<file path="src/rtl/sdp_be_write_merger_if.sv">
// Byte-masked write request stream feeding the write merger.
// The producer drives valid/addr/data/byte-enables and the merger returns ready.
interface sdp_be_write_merger_if #(
  parameter int WABITS    = 10,
  parameter int NBYTES    = 4,
  parameter int BYTEWIDTH = 8
);
  localparam int WDBITS = NBYTES * BYTEWIDTH;

  logic              s_valid;
  logic              s_ready;
  logic [WABITS-1:0] s_addr;
  logic [WDBITS-1:0] s_data;
  logic [NBYTES-1:0] s_be;

  modport master (output s_valid, s_addr, s_data, s_be, input s_ready);
  modport slave  (input s_valid, s_addr, s_data, s_be, output s_ready);
endinterface

</file>
<file path="src/rtl/sdp_be_write_merger.sv">
// Write-side front end for a simple-dual-port byte-enable BRAM.
// Consecutive partial writes to one word are coalesced in a single pending
// entry. The entry is written out as one merged RAM write when one of three
// things happens: a different address arrives, flush is asserted, or the
// entry has sat idle for MAX_HOLD cycles. The pend_* outputs let a read port
// patch stale bytes for the word that is still held here.
module sdp_be_write_merger #(
  parameter int WABITS    = 10,
  parameter int NBYTES    = 4,
  parameter int BYTEWIDTH = 8,
  parameter int MAX_HOLD  = 4
) (
  input  logic                          clk,
  input  logic                          rst,
  sdp_be_write_merger_if.slave          s,
  input  logic                          flush,
  input  logic [WABITS-1:0]             ra,
  output logic                          we,
  output logic [WABITS-1:0]             wa,
  output logic [NBYTES*BYTEWIDTH-1:0]   wd,
  output logic [NBYTES-1:0]             be,
  output logic                          pend_hit,
  output logic [NBYTES-1:0]             pend_be,
  output logic [NBYTES*BYTEWIDTH-1:0]   pend_data,
  output logic                          busy
);
  localparam int WDBITS = NBYTES * BYTEWIDTH;
  localparam int CNT_W  = (MAX_HOLD > 1) ? $clog2(MAX_HOLD) : 1;
  localparam logic [CNT_W-1:0] CNT_LAST = CNT_W'(MAX_HOLD - 1);

  typedef enum logic {ST_EMPTY, ST_HELD} state_t;

  state_t            state, state_nxt;
  logic [WABITS-1:0] p_addr, p_addr_nxt;
  logic [WDBITS-1:0] p_data, p_data_nxt;
  logic [NBYTES-1:0] p_be,   p_be_nxt;
  logic [CNT_W-1:0]  cnt,    cnt_nxt;

  logic              accept;
  logic              same_addr;
  logic [WDBITS-1:0] merged_data;
  logic              evict;
  logic [WABITS-1:0] ev_addr;
  logic [WDBITS-1:0] ev_data;
  logic [NBYTES-1:0] ev_be;

  // There is no backpressure: every request is taken outside reset.
  assign s.s_ready = ~rst;

  // An all-zero byte mask carries no data, so it is treated as if nothing arrived.
  assign accept    = s.s_valid && s.s_ready && (s.s_be != '0);
  assign same_addr = (s.s_addr == p_addr);

  assign busy      = (state == ST_HELD);
  assign pend_hit  = busy && (ra == p_addr);
  assign pend_be   = pend_hit ? p_be : '0;
  assign pend_data = p_data;

  // Overlay the incoming enabled lanes on top of the pending word.
  always_comb begin
    // NOTE: every combinational output gets a default first so no path can leave it unassigned and infer a latch.
    merged_data = p_data;
    for (int i = 0; i < NBYTES; i++) begin
      if (s.s_be[i]) merged_data[i*BYTEWIDTH +: BYTEWIDTH] = s.s_data[i*BYTEWIDTH +: BYTEWIDTH];
    end
  end

  // Next-state logic: decides load / merge / evict for the pending entry.
  always_comb begin
    state_nxt  = state;
    p_addr_nxt = p_addr;
    p_data_nxt = p_data;
    p_be_nxt   = p_be;
    cnt_nxt    = cnt;
    evict      = 1'b0;
    ev_addr    = p_addr;
    ev_data    = p_data;
    ev_be      = p_be;

    case (state)
      ST_EMPTY: begin
        // A flush with nothing held is ignored.
        if (accept) begin
          p_addr_nxt = s.s_addr;
          p_data_nxt = s.s_data;
          p_be_nxt   = s.s_be;
          cnt_nxt    = '0;
          state_nxt  = ST_HELD;
        end
      end
      ST_HELD: begin
        if (accept && same_addr) begin
          p_data_nxt = merged_data;
          p_be_nxt   = p_be | s.s_be;
          cnt_nxt    = '0;
          if (flush) begin
            // Merge first, then write out the combined word.
            evict     = 1'b1;
            ev_data   = merged_data;
            ev_be     = p_be | s.s_be;
            state_nxt = ST_EMPTY;
          end
        end else if (accept) begin
          // A different address displaces the old entry. Any flush applies to the old entry only.
          evict      = 1'b1;
          p_addr_nxt = s.s_addr;
          p_data_nxt = s.s_data;
          p_be_nxt   = s.s_be;
          cnt_nxt    = '0;
        end else if (flush) begin
          evict     = 1'b1;
          state_nxt = ST_EMPTY;
        end else if (cnt == CNT_LAST) begin
          evict     = 1'b1;
          state_nxt = ST_EMPTY;
        end else begin
          cnt_nxt = cnt + 1'b1;
        end
      end
      default: state_nxt = ST_EMPTY;
    endcase
  end

  // State and pending-entry registers, plus the registered RAM write port.
  always_ff @(posedge clk) begin
    // NOTE: the pending entry is a handful of flops rather than a memory array, so it is cleared on reset together with the state.
    if (rst) begin
      state  <= ST_EMPTY;
      p_addr <= '0;
      p_data <= '0;
      p_be   <= '0;
      cnt    <= '0;
      we     <= 1'b0;
      wa     <= '0;
      wd     <= '0;
      be     <= '0;
    end else begin
      // NOTE: non-blocking assignments so every register samples the pre-edge values computed above.
      state  <= state_nxt;
      p_addr <= p_addr_nxt;
      p_data <= p_data_nxt;
      p_be   <= p_be_nxt;
      cnt    <= cnt_nxt;
      we     <= evict;
      if (evict) begin
        wa <= ev_addr;
        wd <= ev_data;
        be <= ev_be;
      end
    end
  end
endmodule

</file>
<file path="src/flat_wrapper.sv">
// flat-port wrapper written by rule: the top's interface ports become plain ports
module sdp_be_write_merger_flat 
#(
  parameter int WABITS    = 10,
  parameter int NBYTES    = 4,
  parameter int BYTEWIDTH = 8,
  parameter int MAX_HOLD  = 4
)
  (clk, rst, flush, ra, we, wa, wd, be, pend_hit, pend_be, pend_data, busy, s_s_valid, s_s_addr, s_s_data, s_s_be, s_s_ready);
  sdp_be_write_merger_if #(.WABITS(WABITS), .NBYTES(NBYTES), .BYTEWIDTH(BYTEWIDTH)) s_i ();
  input  logic clk;
  input  logic rst;
  input  logic flush;
  input  logic [WABITS-1:0] ra;
  output logic we;
  output logic [WABITS-1:0] wa;
  output logic [NBYTES*BYTEWIDTH-1:0] wd;
  output logic [NBYTES-1:0] be;
  output logic pend_hit;
  output logic [NBYTES-1:0] pend_be;
  output logic [NBYTES*BYTEWIDTH-1:0] pend_data;
  output logic busy;
  input wire logic [$bits(s_i.s_valid)-1:0] s_s_valid;
  input wire logic [$bits(s_i.s_addr)-1:0] s_s_addr;
  input wire logic [$bits(s_i.s_data)-1:0] s_s_data;
  input wire logic [$bits(s_i.s_be)-1:0] s_s_be;
  output wire logic [$bits(s_i.s_ready)-1:0] s_s_ready;
  assign s_i.s_valid = s_s_valid;
  assign s_i.s_addr = s_s_addr;
  assign s_i.s_data = s_s_data;
  assign s_i.s_be = s_s_be;
  assign s_s_ready = s_i.s_ready;
  sdp_be_write_merger #(.WABITS(WABITS), .NBYTES(NBYTES), .BYTEWIDTH(BYTEWIDTH), .MAX_HOLD(MAX_HOLD)) u_core (.clk(clk), .rst(rst), .s(s_i), .flush(flush), .ra(ra), .we(we), .wa(wa), .wd(wd), .be(be), .pend_hit(pend_hit), .pend_be(pend_be), .pend_data(pend_data), .busy(busy));
endmodule
</file>
<file path="config.mk">
export PLATFORM = sky130hd
export DESIGN_NAME = sdp_be_write_merger_flat
export DESIGN_NICKNAME = d
export VERILOG_FILES = /design/src/rtl/sdp_be_write_merger_if.sv /design/src/rtl/sdp_be_write_merger.sv /design/src/flat_wrapper.sv
export SDC_FILE = /design/constraint.sdc
export NUM_CORES = 1
export LEC_CHECK = 0
export BUFFER_PORTS_ARGS = -buffer_cell sky130_fd_sc_hd__clkbuf_2
export CAP_MARGIN = 20
export CORE_MARGIN = 2
export CORE_UTILIZATION = 40
export DETAILED_ROUTE_END_ITERATION = 8
export HOLD_SLACK_MARGIN = 0.06
export PLACE_DENSITY = 0.68
export REMOVE_ABC_BUFFERS = 1
export SLEW_MARGIN = 20
export SYNTH_ARGS = -nofsm -noshare
export SYNTH_HDL_FRONTEND = slang
export SYNTH_SLANG_ARGS = --single-unit
</file>
<file path="constraint.sdc">
create_clock -name clk -period 1.9 [get_ports clk]
set_input_delay 0.095 -clock clk [delete_from_list [all_inputs] [get_ports clk]]
set_output_delay 0.095 -clock clk [all_outputs]
set_load 0.1 [all_outputs]
</file>
==> results of run 1 <==
==> through the flow <==
step	hold WS [ps]	setup WS, ps	utilization	power, uW	setup TNS, ps
6_report	174.1	-61.69	0.6356	5036	-960.1
5_1_grt	172.9	-117.9	0.6356	5240	-4885
4_1_cts	154.8	-81.93	0.5958	4961	-2738
3_5_place_dp	345.6	-162.1	0.5286	3674	-6930
3_3_place_gp	334.2	-130.8	0.5286	3644	-5399
2_1_floorplan	164.1	-2601	-	3256	-131890
==> cells in the mapped netlist (9+ instances only) <==
master / instances
dfxtp_1: 96
nand2_1: 31
a21oi_1: 83
clkbuf_1: 36
xnor2_1: 21
buf_2: 9
o21ai_0: 47
nand3_1: 25
mux2i_1: 25
o211ai_1: 42
a211oi_1: 27
nor4_1: 9
==> layout make-up <==
class	instances	share of cell area
clock buffer	12	0.02106
clock inverter	4	0.004358
inverter	4	0.002179
multi-input combinational	361	0.3877
sequential	96	0.2802
tap	140	0.02542
timing repair buffer	257	0.2791
==> kinds of logic (layout without fill, tap and decap cells) <==
group | count (synthesis) | count (layout) | synth area share
fa+ha+maj | 1 | 1 | 0.002827
flops | 96 | 96 | 0.4343
xor+xnor | 21 | 21 | 0.04156
simple gates | 99 | 100 | 0.1196
buf+inv | 53 | 277 | 0.04947
mux | 25 | 25 | 0.05655
compound gates | 214 | 214 | 0.2957
==> registers in the layout (all words and copies together) (netlist names) <==
register	flops
u_core.pend_data	32
u_core.wd	32
u_core.ev_addr	10
u_core.wa	10
u_core.be	4
u_core.p_be	4
u_core.cnt	2
u_core.busy	1
u_core.we	1
==> power breakdown <==
| group | switching [uW] | internal (uW) | total, uW |
|---|---|---|---|
| Sequential | 92.7 | 2130 | 2220 |
| Clock | 696 | 513 | 1210 |
| Combinational | 1170 | 437 | 1600 |
==> path summary, 6_finish.rpt <==
path / from / endpoint / cells past startpoint
max reg2reg: u_core.ev_addr[3] / u_core.wd[20] / 6
min reg2reg: u_core.wa[6] / u_core.wa[6] / 2
min: s_s_valid / u_core.p_be[1] / 4
max: u_core.ev_addr[3] / u_core.wd[20] / 6
==> what timing repair did <==
action | CTS | global route
gates cloned | 2 | 4
pin swaps | 3 | 27
setup buffers | 2 | 3
hold endpoints to repair | 51 | 0
hold buffers | 43 | 0
setup endpoints to repair | 83 | 94
resized for setup | 23 | 72
==> worst min-delay path: stages <==
cell	delay [ps]
clkbuf_2	120
buf_4	160
nand2_1	60
a21oi_1	50
==> metal layers <==
metal,vias up,part of all wire
li1,2350,-
met3,26,0.069
met1,2409,0.43
met5,-,0
met2,196,0.49
met4,0,0.016
==> flow_summary.ini, run 1 <==
[status]
outcome = complete, but fails checks
violations = setup timing

[critical_path]
cp_max_fo = 7
worstPathCellList = xnor2_1, nand4_1, or4_4, clkbuf_16, a21oi_4, a311oi_1
critPathKind = flip-flop to flip-flop
crit_path_max_incr_delay_ps = 650
r2r_slack_ps = -60
cp_slowest_cell = or4_4
cp_num_buf_inv = 1
worstPathArrival_ps = 2170
setup.worst_path.start_class = flip-flop
crit_family = simple AND/OR/NAND/NOR gates
setup.worst_path.end_class = flip-flop
cp.required_ps = 2110

[flow_run]
drv_cap = 0

[global_routing]
grt_max_degree = 56
grt_util_met1 = 0.3251
grt_pass1_wl_um = 23990
gr-total-overflow = 0
grt_busiest_layer = met2
grt_util_met3 = 0.06037
met2_usage = 0.4352
grtUsageTotal = 0.2571
grt_pass1_vias = 4779
antenna_found_initial = 0

[finish]
antenna_cells = 0
area_growth_pct = 55.70
seqCellArea_um2 = 1931
layout-drive-gt1-share = 0.4210
layout_common_cells = clkbuf_2 (138), dfxtp_1 (89), a21oi_1 (56)
instances_no_fill = 874
nFillCells = 901
final_common_cell = clkbuf_2
fin_area_um2 = 6890
multi_input_area_um2 = 2671
nets = 790

[timing]
fmax_mhz = 509.8
rsz0062_at_grt = yes
finalCritPeriodShare = 1.032
setup_violations = 43
tightest_slew_ps = 693.6
fin_crit_ps = 1962
hold_viol = 0
finClkSkew_ps = 8.265
setup_ws_ps = -61.69
timing.slew.headroom = 0.5359
drv_slew = 0

[clock_tree]
cts_root_buf = clkbuf_8
cts-buffers-inserted = 9
h-tree-depth = 3
clock_tree.buffer_depth = 2
clkLatencyLatePin_ps = 350
clock-sinks = 96
clk_pin_slew_ps = 90
cts_tree = yes

[synthesis]
postSynthCellCount = 509
async_reset_ff_frac = 0
synth_seq_area_share = 0.4343
synth.area.top_cells = dfxtp_1 (43%), a21oi_1 (9.4%), o211ai_1 (7.1%)
synth_edf_count = 0
ys_seq_elements = 96
yosysTopAreaCell = dfxtp_1
synth_flop_cell = dfxtp_1
synth_cell_types = 33
syn_area_um2 = 4425
synth_top_area_share = 0.4343
synth_warnings = 0
syn_avg_cell_area_um2 = 8.694

[place]
dpl-instance-area_um2 = 5731
dp_hpwl_um = 10220
place.gp.congestion = 0.8666
io_buffers = 145
dp_cells = 805

[floorplanning]
die-area_um2 = 11920
pin_count = 146
core_um2 = 10840
start_util = 0.4082
die_x_um = 109.2
rows = 38
die_h_um = 109.2

[power_and_ir_drop]
ir_drop_uv = 463.0
leakagePower_uw = 0.002736
powerDensity_nw_per_um2 = 730.8

[detailed_routing]
wirelength_um = 16280
ant_nets = 0
vias = 4981
first_pass_iters = 6
drt-vias-per-instance = 5.699
drc = 0
drt_iter0_drc = 322
wire_per_inst_um = 18.63

[min_path]
hp-class = input port to flip-flop
Note: power is estimated with default switching activity, not from simulation.
==> run 2, diff against run 1 <==
--- a/config.mk
+++ b/config.mk
@@ -5,13 +5,13 @@
 export SDC_FILE = /design/constraint.sdc
 export NUM_CORES = 1
 export LEC_CHECK = 0
+export ABC_AREA = 1
 export BUFFER_PORTS_ARGS = -buffer_cell sky130_fd_sc_hd__clkbuf_2
 export CAP_MARGIN = 20
 export CORE_MARGIN = 2
 export CORE_UTILIZATION = 40
 export DETAILED_ROUTE_END_ITERATION = 8
 export HOLD_SLACK_MARGIN = 0.06
-export PLACE_DENSITY = 0.68
 export REMOVE_ABC_BUFFERS = 1
 export SLEW_MARGIN = 20
 export SYNTH_ARGS = -nofsm -noshare
==> constraint.sdc (replaced) <==
create_clock -name clk -period 2.4 [get_ports clk]
set_input_delay 0.12 -clock clk [delete_from_list [all_inputs] [get_ports clk]]
set_output_delay 0.12 -clock clk [all_outputs]
set_load 0.1 [all_outputs]
==> flow_summary.ini, run 2 <==
[status]
outcome = finished clean

[timing]
fin_crit_ps = 2149
rsz0062_at_grt = no
setup_ws_ps = 251.0
drv_slew = 0
hold_viol = 0
setup_violations = 0
fmax_mhz = 465.3
tightest_slew_ps = 579.6
timing.slew.headroom = 0.6152
finalCritPeriodShare = 0.8954
fin_tns_setup_ps = 0
finClkSkew_ps = 10.52

[floorplanning]
pin_count = 146
die_h_um = 114.7
rows = 40
start_util = 0.4096
die-area_um2 = 13150
die_x_um = 114.7
core_um2 = 11960

[clock_tree]
clk_pin_slew_ps = 70
clkLatencyLatePin_ps = 350
clock_tree.buffer_depth = 2
cts-buffers-inserted = 9
cts_resized = 0
cts_root_buf = clkbuf_16
h-tree-depth = 3
cts_tree = yes
clock-sinks = 96

[power_and_ir_drop]
ir_drop_uv = 311.5
leakagePower_uw = 0.003212
powerDensity_nw_per_um2 = 692.0

[critical_path]
worstPathArrival_ps = 2030
cp_slowest_cell = dfxtp_1
setup.worst_path.end_class = output pin
critPathKind = flip-flop to output pin
crit_family = simple AND/OR/NAND/NOR gates
worstPathCellList = inv_1, nand2_1, nand2_1, nor4_1, nand3_1, nor2_1, buf_12
cp_common_cell = nand2_1
cp_max_fo = 5
setup.worst_path.start_class = flip-flop
cp_num_buf_inv = 2
crit_path_max_incr_delay_ps = 380
cp.required_ps = 2280

[synthesis]
async_reset_ff_frac = 0
synth_cell_types = 27
synth_flop_cell = dfxtp_1
syn_avg_cell_area_um2 = 6.507
ys_seq_elements = 96
synth_edf_count = 0
synth_seq_area_share = 0.3922
postSynthCellCount = 753
yosysTopAreaCell = dfxtp_1
synthTopCellsByCount = nand2_1 (158), nor2_1 (152), dfxtp_1 (96)
synth_warnings = 0
synth_top_area_share = 0.3922
syn_area_um2 = 4900
yosysMostFrequentCell = nand2_1
synth.area.top_cells = dfxtp_1 (39%), nand2_1 (12%), nor2_1 (12%)

[detailed_routing]
drc = 0
first_pass_iters = 5
drt_iter0_drc = 326
wirelength_um = 15110
ant_nets = 0
wire_per_inst_um = 14.22
vias = 5361
drt-vias-per-instance = 5.048

[finish]
fin_area_um2 = 6452
multi_input_area_um2 = 2446
seqCellArea_um2 = 1923
final_common_cell = nand2_1
nFillCells = 1184
instances_no_fill = 1062
layout_common_cells = nand2_1 (157), nor2_1 (152), clkbuf_2 (139)
layout-drive-gt1-share = 0.2219
antenna_cells = 0
nets = 971
area_growth_pct = 31.69

[place]
dp_cells = 1012
place.gp.congestion = 0.8433
io_buffers = 145
dp_hpwl_um = 9852
dpl-instance-area_um2 = 5818
dp_slack_ps = 389.9

[flow_run]
drv_cap = 0

[global_routing]
grt_pass1_wl_um = 24720
grtUsageTotal = 0.2363
gr-total-overflow = 0
antenna_found_initial = 0
grt_max_degree = 50
grt_pass1_vias = 5132

[min_path]
hp-class = input port to flip-flop
[run 2: cell types whose count changed after synthesis, sizes merged, moves of 25 or more]
| cell | change |
|---|---|
| nor2 | +145 |
| nand2 | +128 |
| a21oi | -78 |
| inv | +74 |
| o211ai | -42 |
| o21ai | +30 |
| nand3 | +29 |
| nand4 | +28 |
| a211oi | -27 |
| mux2i | -25 |
[run 2: power breakdown]
group          switching, uW  internal (uW)  leakage (uW)
registers               86.7           1700      0.000789
clock network            634            789      0.000149
logic                    968            293       0.00227
[run 2: cells by family after synthesis]
logic type,Yosys count,synth area share
simple gates,404,0.3463
buf+inv,129,0.1090
compound gates,105,0.1131
flops,96,0.3922
xor+xnor,9,0.01609
mux,9,0.02068
fa+ha+maj,1,0.002553
[run 2: final timing paths]
path              slack, ps               from  cells past startpoint                    to
setup / recovery        250  u_core.ev_addr[3]                      7            pend_be[2]
hold / removal           70       s_s_data[23]                      3  u_core.pend_data[23]
setup reg to reg        420  u_core.ev_addr[8]                     14          u_core.be[1]
hold reg to reg         470     u_core.p_be[2]                      2        u_core.p_be[2]
[run 2: per-stage QoR]
stage                       util  hold slack [ps]  total power [uW]
after detailed placement  0.4864            381.8              3031
after CTS                 0.5394            61.52              4498
after global routing      0.5394            95.67              4661
after global placement    0.4864            371.4              3015
final                     0.5394            68.63              4465
after floorplan                -            189.1              2735
[run 2: timing repair]
item / CTS / global route
buffers inserted: 0 / 0
hold buffers: 34 / 0
endpoints found under the hold margin: 34 / 0
[run 2: routing by layer]
metal / wire length, um / part of all wire / GRT usage
met1: 6619 / 0.44 / 0.2939
met2: 7408 / 0.49 / 0.4067
met3: 822 / 0.054 / 0.03812
met4: 256 / 0.017 / 0.09593
met5: 0 / 0 / 0
[run 2: tightest hold or removal path, stage by stage]
cell and delay (ps):
clkbuf_2 110, o21ai_1 70, nor2_1 80
[run 2: final cells by class]
cell class / count / area share
clock inverter: 4 / 0.004266
inverter: 79 / 0.04596
multi-input combinational: 528 / 0.3791
sequential: 96 / 0.2980
tap: 147 / 0.02850
timing repair buffer: 196 / 0.2028
clock buffer: 12 / 0.04130
==> run 3, diff against run 2 <==
--- a/config.mk
+++ b/config.mk
@@ -9,7 +9,7 @@
 export BUFFER_PORTS_ARGS = -buffer_cell sky130_fd_sc_hd__clkbuf_2
 export CAP_MARGIN = 20
 export CORE_MARGIN = 2
-export CORE_UTILIZATION = 40
+export CORE_UTILIZATION = 23
 export DETAILED_ROUTE_END_ITERATION = 8
 export HOLD_SLACK_MARGIN = 0.06
 export REMOVE_ABC_BUFFERS = 1
==> flow_summary.ini, run 3 (synthesized netlist as in run 2, its figures left out) <==
[clock_tree]
cts-buffers-inserted = 9
cts_tree = yes
h-tree-depth = 3
clkLatencyLatePin_ps = 360
clock-sinks = 96
clock_tree.buffer_depth = 2
cts_root_buf = clkbuf_16
clk_pin_slew_ps = 70

[power_and_ir_drop]
pwr-share-seq = 0.397
fin_total_pwr_uw = 4483
pwr-share-clk = 0.314
powerDensity_nw_per_um2 = 667.7
internal-power_uw = 2730
combPwrFrac = 0.289
p_sw_frac = 0.3909
ir_drop_uv = 330.6
leakagePower_uw = 0.003242
netSwitchingPower_uw = 1753

[critical_path]
critPathKind = flip-flop to output pin
reg2reg_depth = 14
cp_max_fo = 5
setup.worst_path.end_class = output pin
r2r_slack_ps = 420
setup.worst_path.start_class = flip-flop
cp.required_ps = 2280
worstPathArrival_ps = 2020

[floorplanning]
die-area_um2 = 22490
start_util = 0.2338
die_h_um = 150.0
core_um2 = 20960
die_x_um = 150.0
rows = 53
pin_count = 146

[timing]
drv_slew = 0
tightest_slew_ps = 606.1
setup_ws_ps = 259.3
worst_hold_slack_ps = 145.1
setup_violations = 0
timing.slew.headroom = 0.5959
fmax_mhz = 467.1
rsz0062_at_grt = no
finalCritPeriodShare = 0.8920
fin_crit_ps = 2141
hold_viol = 0
finClkSkew_ps = 10.37
fin_tns_setup_ps = 0

[place]
io_buffers = 145
place.gp.congestion = 0.7818
dp_hpwl_um = 11580
dp_cells = 1144
dp_slack_ps = 441.4

[finish]
antenna_cells = 0
layout_common_cells = nand2_1 (157), nor2_1 (152), clkbuf_2 (139)
layout-drive-gt1-share = 0.2231
area_growth_pct = 37.03
nFillCells = 2325
nets = 984
instances_no_fill = 1203
final_common_cell = nand2_1

[global_routing]
grtUsageTotal = 0.1563
grt_max_degree = 50
grt_pass1_wl_um = 27370
gr-total-overflow = 0
grt_pass1_vias = 5060
antenna_found_initial = 0

[detailed_routing]
vias = 5428
wire_per_inst_um = 14.52
drc = 0
drt_iter0_drc = 236
wirelength_um = 17470
first_pass_iters = 5
ant_nets = 0
drt-vias-per-instance = 4.512

[status]
outcome = finished clean

[min_path]
holdPathStages = 3
hp-class = input port to flip-flop

[flow_run]
drv_cap = 0
==> run 3: cell types whose count changed in the layout (fill, tap and decap cells not counted) <==
cell           previous run  this run
dlygate4sd3_1            34        43
buf_4                    15        19
clkbuf_1                  0         1
inv_2                    11        12
clkinvlp_4                0         3
clkinv_4                  2         0
inv_1                    67        66
clkbuf_8                  3         1
==> run 3: routing by layer <==
layer,part of all wire,GRT usage,vias up
met1,0.47,0.2036,2520
li1,-,-,2762
met5,0,0,-
met2,0.48,0.2664,132
met4,0.012,0.04292,0
met3,0.046,0.02591,14
==> run 3: layout make-up <==
cell class | count | area, um^2 | share of cell area
inverters | 79 | 296.5 | 0.04417
multi-input cells | 528 | 2446 | 0.3643
flip-flops and latches | 96 | 1923 | 0.2864
repair buffers | 209 | 1429 | 0.2128
well taps | 275 | 344.1 | 0.05125
clock inverters | 5 | 32.53 | 0.004845
clock buffers | 11 | 242.7 | 0.03615
==> run 3: worst paths after layout <==
| check | from | endpoint |
|---|---|---|
| setup / recovery | u_core.ev_addr[3] | pend_be[2] |
| hold / removal | s_s_be[0] | u_core.p_be[0] |
| setup reg to reg | u_core.ev_addr[9] | u_core.wd[9] |
| hold reg to reg | u_core.p_be[2] | u_core.p_be[2] |
==> run 3: per-stage QoR <==
stage	cell area [um^2]	utilization
2_1_floorplan	4662	-
3_3_place_gp	6008	0.2867
3_5_place_dp	6008	0.2867
4_1_cts	6714	0.3204
5_1_grt	6714	0.3204
6_report	6714	0.3204
==> run 3: what timing repair did <==
item | 4_1_cts | 5_1_grt
hold buffers | 43 | 0
gates resized for setup | 0 | 0
setup buffers | 0 | 0
endpoints found under the hold margin | 44 | 0
==> run 3: worst max-delay path: stages, from the launching register on <==
cell     delay (ps)
dfxtp_1         370
inv_1            80
nand2_1          60
nand2_1          50
nor4_1          240
nand3_1         300
nor2_1          350
buf_12          220
==> run 3: power groups by stage <==
| stage | logic [uW] | registers (uW) | clock network, uW |
|---|---|---|---|
| finish | 1290 | 1780 | 1410 |
| global route | 1380 | 1790 | 1510 |
| CTS | 1300 | 1780 | 1450 |
| detailed placement | 1240 | 1820 | 0 |
| global placement | 1230 | 1810 | 0 |
| floorplan | 327 | 2410 | 0 |
